===== config.mk =====
export PLATFORM = sky130hd
export DESIGN_NAME = icache_refill_responder
export DESIGN_NICKNAME = d
export VERILOG_FILES = /design/src/rtl/config_pkg.sv /design/src/rtl/test_config_pkg.sv /design/src/rtl/icache_refill_responder.sv
export SDC_FILE = /design/constraint.sdc
export NUM_CORES = 1
export LEC_CHECK = 0
export CAP_MARGIN = 40
export CELL_PAD_IN_SITES_DETAIL_PLACEMENT = 1
export CELL_PAD_IN_SITES_GLOBAL_PLACEMENT = 1
export CORE_MARGIN = 4
export CORE_UTILIZATION = 41
export CTS_CLUSTER_SIZE = 28
export DETAILED_ROUTE_END_ITERATION = 12
export PLACE_DENSITY_LB_ADDON = 0.1
export RECOVER_POWER = 50
export SLEW_MARGIN = 20
export SYNTH_ARGS = -nofsm -noshare
export SYNTH_HDL_FRONTEND = slang
export SYNTH_SLANG_ARGS = --single-unit

===== constraint.sdc =====
create_clock -name clk_i -period 3.7 [get_ports clk_i]
set_clock_uncertainty 0.1 [all_clocks]
set_input_delay 0.925 -clock clk_i [delete_from_list [all_inputs] [get_ports clk_i]]
set_output_delay 0.925 -clock clk_i [all_outputs]
set_load 0.005 [all_outputs]

===== src/rtl/config_pkg.sv =====
// User configuration record plus line geometry derived from it, shared by the
// ICache and the refill responder so both agree on line size.
package config_pkg;

  typedef struct packed {
    int unsigned XLEN;
    int unsigned ICACHE_LINE_WIDTH;
  } cfg_t;

  function automatic int unsigned ICACHE_LINE_BYTES(input cfg_t cfg);
    return cfg.ICACHE_LINE_WIDTH / 8;
  endfunction

  function automatic int unsigned ICACHE_WORDS_PER_LINE(input cfg_t cfg);
    return cfg.ICACHE_LINE_WIDTH / cfg.XLEN;
  endfunction

endpackage


===== src/rtl/test_config_pkg.sv =====
// Default configuration: 32-bit core, 256-bit instruction cache lines.
package test_config_pkg;

  localparam config_pkg::cfg_t TestCfg = '{XLEN: 32, ICACHE_LINE_WIDTH: 256};

endpackage


===== src/rtl/icache_refill_responder.sv =====
// Splits an ICache line refill into in-order word reads on a req/gnt/rvalid bus
// and returns the assembled line (with a sticky error flag) over valid/ready.
module icache_refill_responder
  import config_pkg::*;
#(
  parameter cfg_t Cfg = test_config_pkg::TestCfg
) (
  input  logic                              clk_i,
  input  logic                              rst_ni,
  input  logic                              req_valid_i,
  output logic                              req_ready_o,
  input  logic [Cfg.XLEN-1:0]               req_addr_i,
  output logic                              rsp_valid_o,
  input  logic                              rsp_ready_i,
  output logic [Cfg.ICACHE_LINE_WIDTH-1:0]  rsp_data_o,
  output logic                              rsp_err_o,
  output logic                              mem_req_o,
  output logic [Cfg.XLEN-1:0]               mem_addr_o,
  input  logic                              mem_gnt_i,
  input  logic                              mem_rvalid_i,
  input  logic [Cfg.XLEN-1:0]               mem_rdata_i,
  input  logic                              mem_err_i
);

  localparam int unsigned XLEN       = Cfg.XLEN;
  localparam int unsigned WORDS      = ICACHE_WORDS_PER_LINE(Cfg);
  localparam int unsigned LINE_BYTES = ICACHE_LINE_BYTES(Cfg);
  localparam int unsigned CNT_W      = $clog2(WORDS) + 1;
  localparam int unsigned IDX_W      = $clog2(WORDS);
  localparam int unsigned WORD_BYTES = XLEN / 8;

  localparam logic [XLEN-1:0]  LINE_MASK  = ~(XLEN'(LINE_BYTES) - XLEN'(1));
  localparam logic [CNT_W-1:0] CNT_WORDS  = CNT_W'(WORDS);
  localparam logic [CNT_W-1:0] CNT_LAST   = CNT_W'(WORDS - 1);

  typedef enum logic [1:0] {
    IDLE,
    FILL,
    RESP
  } refill_state_e;

  refill_state_e                   state_q, state_d;
  logic [XLEN-1:0]                 base_q;
  logic [CNT_W-1:0]                issue_cnt_q;
  logic [CNT_W-1:0]                recv_cnt_q;
  logic                            err_q;
  logic [WORDS-1:0][XLEN-1:0]      line_q;

  logic                            req_take;
  logic                            issue_take;
  logic                            rvalid_take;
  logic                            recv_last;
  logic [XLEN-1:0]                 word_addr;
  logic [IDX_W-1:0]                recv_idx;

  assign req_take    = (state_q == IDLE) && req_valid_i;
  assign issue_take  = mem_req_o && mem_gnt_i;
  // A response is only legal while a granted read is still outstanding.
  assign rvalid_take = (state_q == FILL) && mem_rvalid_i && (recv_cnt_q != issue_cnt_q);
  assign recv_last   = rvalid_take && (recv_cnt_q == CNT_LAST);
  assign word_addr   = base_q + (XLEN'(issue_cnt_q) * XLEN'(WORD_BYTES));
  assign recv_idx    = recv_cnt_q[IDX_W-1:0];

  assign rsp_data_o  = line_q;
  assign rsp_err_o   = err_q;

  always_comb begin
    // NOTE: every output of this block gets a default first, so no path can infer a latch.
    state_d     = state_q;
    req_ready_o = 1'b0;
    rsp_valid_o = 1'b0;
    mem_req_o   = 1'b0;
    mem_addr_o  = '0;
    unique case (state_q)
      IDLE: begin
        req_ready_o = 1'b1;
        if (req_valid_i) state_d = FILL;
      end
      FILL: begin
        mem_req_o = (issue_cnt_q < CNT_WORDS);
        if (mem_req_o) mem_addr_o = word_addr;
        if (recv_last) state_d = RESP;
      end
      RESP: begin
        rsp_valid_o = 1'b1;
        if (rsp_ready_i) state_d = IDLE;
      end
      default: state_d = IDLE;
    endcase
  end

  // NOTE: sequential state uses non-blocking assignments so every flop samples pre-edge values.
  always_ff @(posedge clk_i or negedge rst_ni) begin
    if (!rst_ni) begin
      state_q <= IDLE;
    end else begin
      state_q <= state_d;
    end
  end

  always_ff @(posedge clk_i or negedge rst_ni) begin
    if (!rst_ni) begin
      base_q      <= '0;
      issue_cnt_q <= '0;
      recv_cnt_q  <= '0;
      err_q       <= 1'b0;
    end else if (req_take) begin
      base_q      <= req_addr_i & LINE_MASK;
      issue_cnt_q <= '0;
      recv_cnt_q  <= '0;
      err_q       <= 1'b0;
    end else if (state_q == FILL) begin
      if (issue_take) issue_cnt_q <= issue_cnt_q + CNT_W'(1);
      if (rvalid_take) begin
        recv_cnt_q <= recv_cnt_q + CNT_W'(1);
        err_q      <= err_q | mem_err_i;
      end
    end
  end

  // NOTE: the line buffer is reset because rsp_data_o must read zero out of reset;
  // it is deliberately not cleared per request since every slot is rewritten before RESP.
  always_ff @(posedge clk_i or negedge rst_ni) begin
    if (!rst_ni) begin
      line_q <= '0;
    end else if (rvalid_take) begin
      line_q[recv_idx] <= mem_rdata_i;
    end
  end

  stray_rvalid_a: assert property (
    @(posedge clk_i) disable iff (!rst_ni)
    mem_rvalid_i |-> ((state_q == FILL) && (recv_cnt_q != issue_cnt_q))
  );

  req_held_a: assert property (
    @(posedge clk_i) disable iff (!rst_ni)
    (mem_req_o && !mem_gnt_i) |=> (mem_req_o && $stable(mem_addr_o))
  );

endmodule


== After elaboration in Yosys (flattened, before gate mapping) ==
Cells that the tools add are included.

* Reductions and logical operators: 13
* Mux-type cells: 21
* Magnitude comparators: 3
* Equal/unequal tests: 7
* Add/sub/neg operators: 3
* Bitwise gates (word level): 1

{| class="wikitable"
|+ Operators by type and width
! cell !! count
|-
| $bwmux W256 || 1
|-
| $demux W32 S3 || 1
|-
| $mux W32 || 3
|-
| $add A32 B6 Y32 || 1
|-
| $mux W4 || 6
|-
| $add A4 B1 Y4 const B || 2
|-
| $logic_and A1 B1 Y1 || 6
|-
| $mux W1 || 6
|-
| $mux W2 || 3
|-
| $ne A2 B2 Y1 const B || 3
|-
| $pmux W2 S3 || 1
|-
| $reduce_bool A2 Y1 || 3
|-
| $eq A4 B3 Y1 const B || 1
|-
| $lt A3 B4 Y1 const B || 1
|-
| $lt A4 B4 Y1 const B || 1
|-
| $ne A4 B4 Y1 || 1
|-
| $reduce_and A2 Y1 || 2
|-
| $ge A3 B1 Y1 const B || 1
|-
| $reduce_and A3 Y1 || 1
|-
| $eq A2 B1 Y1 const B || 1
|-
| $eq A2 B2 Y1 const B || 1
|-
| $logic_not A2 Y1 || 1
|-
| $or A1 B1 Y1 || 1
|}

* Word-level logic and storage cells: 61
* Flip-flop bits (word level): 294

== Longest topological paths before layout ==
* Depth after elaboration: 6
* Mapped depth: 7
* Gate-level depth less buffers: 4

== Worst setup path after synthesis ==
No wires, ideal clock.

* Path type: flip-flop to output port
* From: reg issue_cnt_q[3]
* To: out mem_addr_o[24]
* Arrival time: 1.570 ns
* Required time: 2.675 ns
* Cell stages (with the launch flop): 5
* Setup slack: 1.105 ns
* Path through: dfrtp_1 -> clkbuf_1 -> nor3b_1 -> clkbuf_1 -> and2_1

* Word-level cells in the longest chain between the ends: 3
* Elaborated cells between the ends (all ways): 4

{| class="wikitable"
|+ Ends and longest elaborated chain
! item !! RTL line !! source
|-
| from (decl) || icache_refill_responder.sv:44 || <nowiki>logic [CNT_W-1:0] issue_cnt_q;</nowiki>
|-
| from (signal assigned) || icache_refill_responder.sv:113 || <nowiki>if (issue_take) issue_cnt_q <= issue_cnt_q + CNT_W'(1);</nowiki>
|-
| $add A32 B6 Y32 / $lt A4 B4 Y1 (equally long branches) || icache_refill_responder.sv:61, icache_refill_responder.sv:80 ||
|-
| $mux W32 (*) || icache_refill_responder.sv:81 || <nowiki>if (mem_req_o) mem_addr_o = word_addr;</nowiki>
|-
| $mux W32 (*) || icache_refill_responder.sv:74 || <nowiki>unique case (state_q)</nowiki>
|-
| to (decl) || icache_refill_responder.sv:18 || <nowiki>output logic [Cfg.XLEN-1:0] mem_addr_o,</nowiki>
|}

Mark *: on every way between the ends. The rest lies on a longest branch, timed or not.

== Worst setup path after layout ==
* From: in mem_rvalid_i
* To: reg line_q (netlist bit rsp_data_o[17])

* Word-level cells in the longest chain between the ends: 2

{| class="wikitable"
|+ Ends and longest elaborated chain
! item !! RTL line !! source
|-
| from (decl) || icache_refill_responder.sv:20 || <nowiki>input logic mem_rvalid_i,</nowiki>
|-
| $logic_and A1 B1 Y1 (2 in a row) || icache_refill_responder.sv:59 || <nowiki>assign rvalid_take = (state_q == FILL) && mem_rvalid_i && (recv_cnt_q != issue_cnt_q);</nowiki>
|-
| to (signal, indexed assignment) || icache_refill_responder.sv:127 || <nowiki>line_q[recv_idx] <= mem_rdata_i;</nowiki>
|-
| to (decl) || icache_refill_responder.sv:47 || <nowiki>logic [WORDS-1:0][XLEN-1:0] line_q;</nowiki>
|}

Every way passes these cells.
A chain may end at the register's enable or synchronous reset.

==> impl_results.md <==
* Status: finished with violations
* Violated checks: max-capacitance violations, max-slew violations
* Worst-Margin Slew at 2.52 ns
* Area growth syn-to-layout at 42.1%
* CP arrival at 3.62 ns
* Global-route wire length before repair at 54.2 mm
* Buffer and inverter count on the worst path at 2
* # fillers at around 2800
* Main flop type after synthesis: dfrtp_1
* Worst Path Required at between 3 and 4 ns
* Ports at 363
* Post-route setup slack at 0.353 ns
* Endpoints failing setup at 0
* RSZ-0062 raised after global routing: no
* Power per cell area at 955 nW/um2
* Row count at 62
* ANT cells at 0
* Post-synth EDFFs at 0
* Combinational fraction of design power at 42.9%
* DR vias at roughly 7700
* Cts hold-fix bufs at 0
* DIE AREA at 32200 um2
* R2R depth at 5
* Min Tclk post-route at 3.35 ns
* Synth top area cells: dfrtp_1 61%, mux2_4 15%, mux2_2 12%
* CP startpoint kind: input pin
* Critical Path Stages at 5
* Sequential Power Share at 35.2%
* Most area-hungry cell type in the Yosys netlist: dfrtp_1
* Top cells by count, synth: 294 x dfrtp_1, 130 x mux2_2, 120 x mux2_4
* Hold path startpoint: base_q[27]
* CP top delay family: buffers and inverters
* Maximum clock path buffer count at 3
* Syn avg cell area at approximately 16 um2
* Clk pwr share at 21.8%
* GRT Util Overall at 21.3%
* Chain of cells forming the critical path: dlygate4sd3_1 -> nor3b_1 -> nand3_2 -> clkbuf_2 -> mux2_2
* Post-synth ARST share at 100%
* Overall power at 16400 uW
* Reg-to-reg startpoint: state_q[1]
* Relative slew slack at -68.1%
* Int Power at 11600 uW
* Synth top area share at between 60% and 70%
* Fin crit share at 90.5%
* H-Tree Depth at 2
* Slowest cell on the critical path: nor3b_1
* Hold WC Path Type: reg2reg
* Sum of negative setup slack at 0 ns
* Largest net degree at the start of global routing at 97
* Final WL at 34.7 mm
* Antenna violations before repair at 1
* Die height at 179 um
* Routed wire per std cell at roughly 22 um
* Synth warn at 0
* Max Cap Viol at 2
* Peak supply drop at 0.429 mV
* GP Congestion at 0.740
* Residual DRC at 0
* Vias in the first global route at approximately 8500
* Worst-Skew Late Latency at 0.49 ns
* Worst setup startpoint: mem_rvalid_i
* Final ANT Viol Nets at 0
* Postcts setup bufs at 0
* Chip Width at 179 um
* Core Region at 28900 um2
* Mapped Area at around 12000 um2
* PortBufs at 355
* Switching pwr at 4730 uW
* Hpwl dp at around 24 mm
* Worst Path Max Fanout at 23
* Layout Nets at 1224
* Slowest stage delay, CP at 0.94 ns
* Cells resized by post-CTS repair at 0
* DR iter-0 viols at 279
* Clk sinks at 294
* Share of layout cells above drive strength 1 at 27.4%
* Min Hold Slack at 0.379 ns
* Final hold violations at 0
* Vias/cell at 4.93
* Pre-antenna DRT Iters at 4
* Critical Path End Type: flip-flop
* Min-Delay Path Depth at 2
* Post-Synthesis Cells at 773
* Root buf cell: clkbuf_16
* Sw Ratio at 28.9%
* Top-count cell post-synth: dfrtp_1
* Reg clk slew, reported paths at ~0.06 ns
* CTS tree: yes
* Synth Register Bits at 294
* GR Overflow Total at 0
* CP Class: in2reg
* Seq/Total Area, Yosys at 61.0%
* Max frequency at 0.299 GHz
* Initial Util at 41.8%
* Internal reg-to-reg setup slack at 0.53 ns
* Yosys cell types at 41
* Leak at between 0.007 and 0.008 uW
* Final slew viol count at 128
* TritonCTS Buffers at 34
* Setup WS pre-CTS at 0.669 ns
-- power by group through the flow --
stage          Clock, uW  Sequential, uW  Combinational, uW
2_1_floorplan          0            5720               3030
4_1_cts             3670            5790               7330
3_3_place_gp           0            5720               7130
6_report            3570            5770               7020
5_1_grt             3830            5980               7490
3_5_place_dp           0            5800               7260
-- routing by layer --
layer | global-route usage, % | vias up | wire length, um
met1 | 27.7 | 3975 | 14900
met5 | 0 | - | 12
li1 | - | 3419 | -
met2 | 35.8 | 253 | 16900
met4 | 4.54 | 2 | 558
met3 | 6.00 | 36 | 2260
-- sequential cells by signal, indices dropped and copies added (netlist names) --
name and flops:
recv_cnt_q 4, state_q 2, issue_cnt_q 4, rsp_data_o 256, rsp_err_o 1, base_q 27
-- cells in the final DEF (no fill, tap or decap), types with 4 or more instances in the layout --
| master | n |
|---|---|
| dlygate4sd3_1 | 17 |
| mux2_2 | 130 |
| nor3_1 | 4 |
| and4_1 | 4 |
| mux2_1 | 26 |
| clkbuf_2 | 9 |
| bufinv_16 | 4 |
| dfrtp_1 | 294 |
| o21a_1 | 4 |
| clkbuf_8 | 8 |
| and2_1 | 21 |
| mux2_4 | 100 |
| clkbuf_16 | 37 |
| nand3_1 | 5 |
| buf_12 | 5 |
| clkbuf_1 | 10 |
| clkdlybuf4s50_1 | 337 |
| nor2_1 | 8 |
| nor3b_1 | 5 |
| buf_4 | 10 |
| nand2_1 | 89 |
| clkinv_2 | 6 |
-- cell type report --
class                   count  area, um2  share of cell area [%]
clock inverters            11        159                   0.928
repair buffers            383       3780                    22.1
clock buffers              50       1050                    6.16
flip-flops and latches    294       7360                    42.9
multi-input cells         437       4290                    25.1
inverters                   1       3.75                  0.0219
well taps                 384        480                    2.80
-- cells by family after synthesis --
family,synth area share (%)
AO/OA/AOI/OAI,0.726
buffers and inverters,2.70
adder cells (fa/ha/maj),0.208
other,0.0311
multiplexers,27.8
flip-flops,61.0
AND/OR/NAND/NOR,6.87
XOR/XNOR,0.633
-- stage by stage --
step	cell area, um2	utilization [%]	std cells
finish	17100	59.4	1560
global route	17100	59.4	1560
CTS	17300	59.9	1560
detailed placement	16100	55.6	1499
global placement	16100	55.6	1499
floorplan	12100	-	774
-- worst reg2reg max path, delay by kind of cell, from the launching register on --
kind                   cells  cell delay, ns
buffers and inverters      1            0.54
flip-flops                 1            0.43
multiplexers               1            0.48
AND/OR/NAND/NOR            3            1.51
-- path summary, 6_finish.rpt --
kind	end
setup / recovery	rsp_data_o[17]
hold / removal	base_q[27]
setup reg to reg	rsp_data_o[17]
hold reg to reg	base_q[27]
max in group asynchronous	issue_cnt_q[2]
min in group asynchronous	rsp_data_o[222]
No activity file was read; power rests on OpenSTA's default activity.
==> variant 1: new RTL, config.mk and constraints unchanged <==
Register the output `rsp_err_o` once more; this adds one clock of latency there. The other outputs are not delayed to match.
--- a/src/rtl/icache_refill_responder.sv
+++ b/src/rtl/icache_refill_responder.sv
@@ -64,3 +64,5 @@
   assign rsp_data_o  = line_q;
-  assign rsp_err_o   = err_q;
+  always_ff @(posedge clk_i) begin
+    rsp_err_o <= err_q;
+  end
 
Function: changed (Yosys sat finds a counterexample within 4 cycles, from zero or initial values and one cycle with rst_ni low).
==> variant 1 against the unedited design <==
- sequential cell count up 1
- register-to-register slack better by 0.47 ns
- setup slack better by 0.090 ns
- count of clock-buffer cells in the layout down 7
- synthesized area down 3.1%
- synthesized cell count down 0.78%
- non-clock buffer count down 3
- routed wire length down 3.4%
- final cell count down 1.7%
- final area down 3.3%
- global-route usage about the same
- hold slack worse by 0.11 ns
- total power down 5.2%
- the run still ends with capacitance limit, slew limit left
==> variant 1: results (changes against the unedited design) <==
finish:
  multi_input_area_mm2: 0.00399  # -7.1%
  largest_reg_flops: 256  # unchanged
  nets: 1212  # -0.98%
  diodes: 0  # unchanged
  layout-drive-gt1-share_pct: 23.4  # -3.9 points
  fillers: 2710  # -2.1%
cts:
  clk_latency_ns: 0.54  # +0.05 ns
  post_cts_buffers: 0  # unchanged
  post_cts_resized: 0  # unchanged
  numCtsBuffers: 31  # -8.8%
  cts_root_buf: "clkbuf_16"
  cts.htree.levels: 1  # -1
  clk_pin_slew_ns: 0.06  # about the same
routing:
  drtIter0Drc: 325  # +16%
  routedWlPerCell_um: 21.9  # -1.7%
  wl_um: 33500  # -3.4%
  firstDrtPassIters: 4  # unchanged
  via_count: 7582  # -1.3%
worst_setup_path:
  timing.rr.start: "recv_cnt_q[2]"
  endpoint: "mem_addr_o[21]"
  reg2reg_slack_ns: 1.00  # +0.47 ns
  startpoint: "issue_cnt_q[3]"
  r2r_end: "rsp_data_o[205]"
  reg2reg_depth: 5  # unchanged
  crit_arrival_ns: 2.23  # -1.39 ns
  critical_path.max_fanout: 4  # -83%
place:
  post_dp_cell_area_mm2: 0.0157  # -2.2%
  hpwl_um: 23200  # -1.6%
  post-place-ws_ns: 0.588  # -0.0817 ns
  io_buffers: 355  # unchanged
  placedCellCount: 1484  # -1.0%
  gp_congestion: 0.740  # about the same
sta:
  holdWs_ns: 0.271  # -0.108 ns
  fin_crit_ns: 3.26  # -0.0901 ns
  drv_slew: 91  # -29%
  relSlewSlack_pct: -63.7  # +4.4 points
min_path:
  hp-start: "err_q"
  min_path_cells: 0  # -2
  min_to: "rsp_err_o"
  holdCritPathClass: "reg2reg"
status:
  status: "finished, violations left"
  violations: "capacitance limit, slew limit"
grt:
  grt_pass1_vias: 8411  # -0.49%
  grt_max_degree: 94  # -3.1%
  grt.total_usage_pct: 21.2  # about the same
  antenna_found_initial: 1  # unchanged
  grt_first_pass_wirelength_um: 51800  # -4.5%
flow_run:
  cap_violations: 1  # -1
logic_synthesis:
  synth_edf_count: 0  # unchanged
  yosysMostFrequentCell: "dfrtp_1"
  syn-mean-instance-area_um2: 15.2  # -2.3%
  ys_top_cells_by_count: "dfrtp_1, mux2_2, nand2_1"
  yosysWarningCount: 0  # unchanged
  ys_async_sr_fraction_pct: 99.7  # -0.34 points
  synth_area_leaders: "dfrtp_1, mux2_2, mux2_4"
  ys_seq_area_share_pct: 63.1  # +2.1 points
  synth_cell_types: 35  # -15%
power:
  ir_drop_mv: 0.523  # +22%
  leakage_nw: 7.29  # -5.3%
variant 1: changes by cell type in the layout (fill, tap and decap cells not counted), moves of 5 or more:
cell,change
mux2_1,+28
clkbuf_16,-6
clkdlybuf4s50_1,+15
mux2_2,+22
nor3b_1,-5
dlygate4sd3_1,-15
and2_1,+7
mux2_4,-50
variant 1: layout make-up:
class                   count  share of cell area (%)
flip-flops and latches    295                    44.5
multi-input cells         428                    24.1
repair buffers            380                    22.7
clock buffers              43                    5.32
well taps                 378                    2.85
clock inverters             7                   0.513
inverters                   3                  0.0680
variant 1: worst max-delay path, stage by stage (launching register included):
cell	delay, ns
dfrtp_1	0.44
nand4_1	0.13
nor3_1	0.30
a41oi_1	0.17
nor2b_1	0.13
clkdlybuf4s50_1	0.52
variant 1: kinds of logic (layout without fill, tap and decap cells):
| logic type | after synthesis | in the layout | share of synthesized area [%] |
|---|---|---|---|
| flip-flops | 295 | 295 | 63.1 |
| multiplexers | 258 | 258 | 26.8 |
| AND/OR/NAND/NOR | 150 | 150 | 6.09 |
| buffers and inverters | 45 | 433 | 2.54 |
| AO/OA/AOI/OAI | 9 | 9 | 0.557 |
| XOR/XNOR | 7 | 7 | 0.653 |
| adder cells (fa/ha/maj) | 2 | 2 | 0.214 |
| other | 1 | 2 | 0.0321 |
variant 1: power by group:
group | total, mW | internal [mW] | switching (mW) | leakage (nW)
Combinational | 6.79 | 4.40 | 2.38 | 3.22
Sequential | 5.73 | 4.82 | 0.910 | 3.59
Clock | 2.99 | 1.77 | 1.22 | 0.480
Total | 15.5 | 11.0 | 4.52 | 7.29
variant 1: per-layer routing:
metal  global-route usage (%)  up-vias  share of wire [%]
met5                        0        -              0.036
met4                     4.42        2                1.9
met3                     6.99       41                8.7
met2                     36.3      247                 49
met1                     26.6     3917                 40
li1                         -     3375                  -
==> variant 2: new RTL, config.mk and constraints unchanged <==
Without the edit above. Re-encode `refill_state_e` (3 states) as one-hot, 3 bits wide.
--- a/src/rtl/icache_refill_responder.sv
+++ b/src/rtl/icache_refill_responder.sv
@@ -35,6 +35,6 @@
 
-  typedef enum logic [1:0] {
-    IDLE,
-    FILL,
-    RESP
+  typedef enum logic [2:0] {
+    IDLE = 3'b001,
+    FILL = 3'b010,
+    RESP = 3'b100
   } refill_state_e;
Check against the original RTL: no difference found for any inputs over 4 cycles, from zero or initial values and one cycle with rst_ni low; so few cycles prove little.
==> variant 2 against the unedited design <==
- the flow still finishes with violations (capacitance limit, slew limit)
- global-route usage grew 0.48 points
- routed wire length shrank 0.64%
- fmax shrank 2.0%
- setup slack lost 0.067 ns
- final area shrank 1.7%
- synthesized area shrank 1.8%
- via count grew 0.62%
- sequential cell count grew 1
- critical path type is now reg2out
Power is not compared: it rests on default switching activity, and its combinational part moved more than twofold at a synthesized area within 25%.
==> variant 2: results (changes against the unedited design) <==
logic_synthesis:
  ys_top_cells_by_count: "dfrtp_1, mux2_2, nand2_1"
  synth_area_leaders: "dfrtp_1, mux2_2, mux2_4"
  syn-mean-instance-area_um2: 15.3  # -2.0%
  ys_seq_area_share_pct: 62.4  # +1.4 points
  synth_cell_types: 44  # +7.3%
sta:
  holdWs_ns: 0.377  # -0.00199 ns
  drv_slew: 88  # -31%
  worst_slew_pin_slew_ns: 2.37  # -0.150 ns
finish:
  layout-drive-gt1-share_pct: 26.5  # -0.87 points
  nets: 1227  # +0.25%
  final_cells: 1555  # -0.32%
  largest_reg_flops: 256  # unchanged
worst_setup_path:
  critical_path.max_fanout: 29  # +26%
  reg2reg_slack_ns: 0.82  # +0.29 ns
  crit_arrival_ns: 2.39  # -1.23 ns
  r2r_end: "rsp_data_o[119]"
grt:
  grt_first_pass_wirelength_um: 52700  # -2.8%
  grt_max_degree: 91  # -6.2%
  grt.total_usage_pct: 21.7  # +0.48 points
  grt_pass1_vias: 8557  # +1.2%
routing:
  firstDrtPassIters: 6  # +2
  wl_um: 34500  # -0.64%
  vias_per_cell: 4.97  # +0.95%
  drtIter0Drc: 266  # -4.7%
status:
  status: "finished, violations left"
  violations: "capacitance limit, slew limit"
cts:
  cts_buffer_depth: 3  # unchanged
  clk_latency_ns: 0.51  # +0.02 ns
  post_cts_buffers: 0  # unchanged
place:
  placedCellCount: 1496  # -0.20%
  gp_congestion: 0.740  # about the same
  hpwl_um: 24000  # +1.8%
  io_buffers: 355  # unchanged
  post_dp_cell_area_mm2: 0.0159  # -1.3%
flow_run:
  cap_violations: 1  # -1
-- variant 2: worst max-delay path, cell delays in order (launching register included) --
cell             delay, ns
dfrtp_1               0.43
nor3b_4               0.36
nand2b_4              0.11
inv_1                 0.10
buf_6                 0.20
and2_1                0.16
clkdlybuf4s50_1       0.52
-- variant 2: power by group --
part | internal, mW | total [mW] | switching [mW]
clock | 1.99 | 3.28 | 1.29
sequential | 3.59 | 3.83 | 0.248
combinational | 0.810 | 1.48 | 0.671
-- variant 2: what timing repair did --
item	CTS	global route
setup endpoints to repair	0	25
hold buffers	0	0
gates resized for setup	0	3
-- variant 2: worst max-delay path by stage --
stage / startpoint / end / cells past startpoint
final: state_q[1] / mem_addr_o[17] / 6
after CTS: state_q[1] / mem_addr_o[11] / 6
after detailed placement: mem_rvalid_i / rsp_data_o[14] / 5
after floorplan: state_q[2] / mem_addr_o[18] / 5
after global placement: mem_rvalid_i / rsp_data_o[19] / 5
after global routing: state_q[2] / mem_addr_o[12] / 6
-- variant 2: routing by layer --
layer / global-route usage, % / vias up / wire, um
met5: 0 / - / 13
li1: - / 3439 / -
met4: 5.67 / 2 / 827
met3: 6.95 / 54 / 2610
met1: 26.3 / 3993 / 13500
met2: 37.6 / 245 / 17500
-- variant 2: area by class of cell --
| type | count | area (um^2) |
|---|---|---|
| Inverter | 1 | 3.75 |
| Clock buffer | 51 | 1030 |
| Fill cell | 2702 | 11300 |
| Multi-Input combinational cell | 441 | 4110 |
| Timing Repair Buffer | 381 | 3780 |
| Tap cell | 378 | 473 |
| Sequential cell | 295 | 7380 |
| Clock inverter | 8 | 75.1 |
-- variant 2: kinds of logic (layout without fill, tap and decap cells) --
logic type | Yosys count | in the layout | synth area share, %
other | 1 | 2 | 0.0317
AOI/OAI and AO/OA | 11 | 11 | 0.603
and+or+nand+nor | 162 | 162 | 7.45
xor gates and xnor gates | 6 | 6 | 0.444
adders and majority gates | 2 | 2 | 0.211
DFF | 295 | 295 | 62.4
muxes | 258 | 258 | 26.4
buffers and inverters | 39 | 441 | 2.43
-- variant 2: metrics by stage --
| stage | power (mW) | utilization [%] | worst slack [ns] |
|---|---|---|---|
| 5_1_grt | 9.04 | 59.8 | 0.0984 |
| 4_1_cts | 8.78 | 60.2 | 0.0102 |
| 6_report | 8.59 | 59.8 | 0.286 |
| 3_5_place_dp | 5.43 | 56.3 | 0.504 |
| 2_1_floorplan | 4.48 | - | 1.42 |
| 3_3_place_gp | 5.37 | 56.3 | 0.564 |
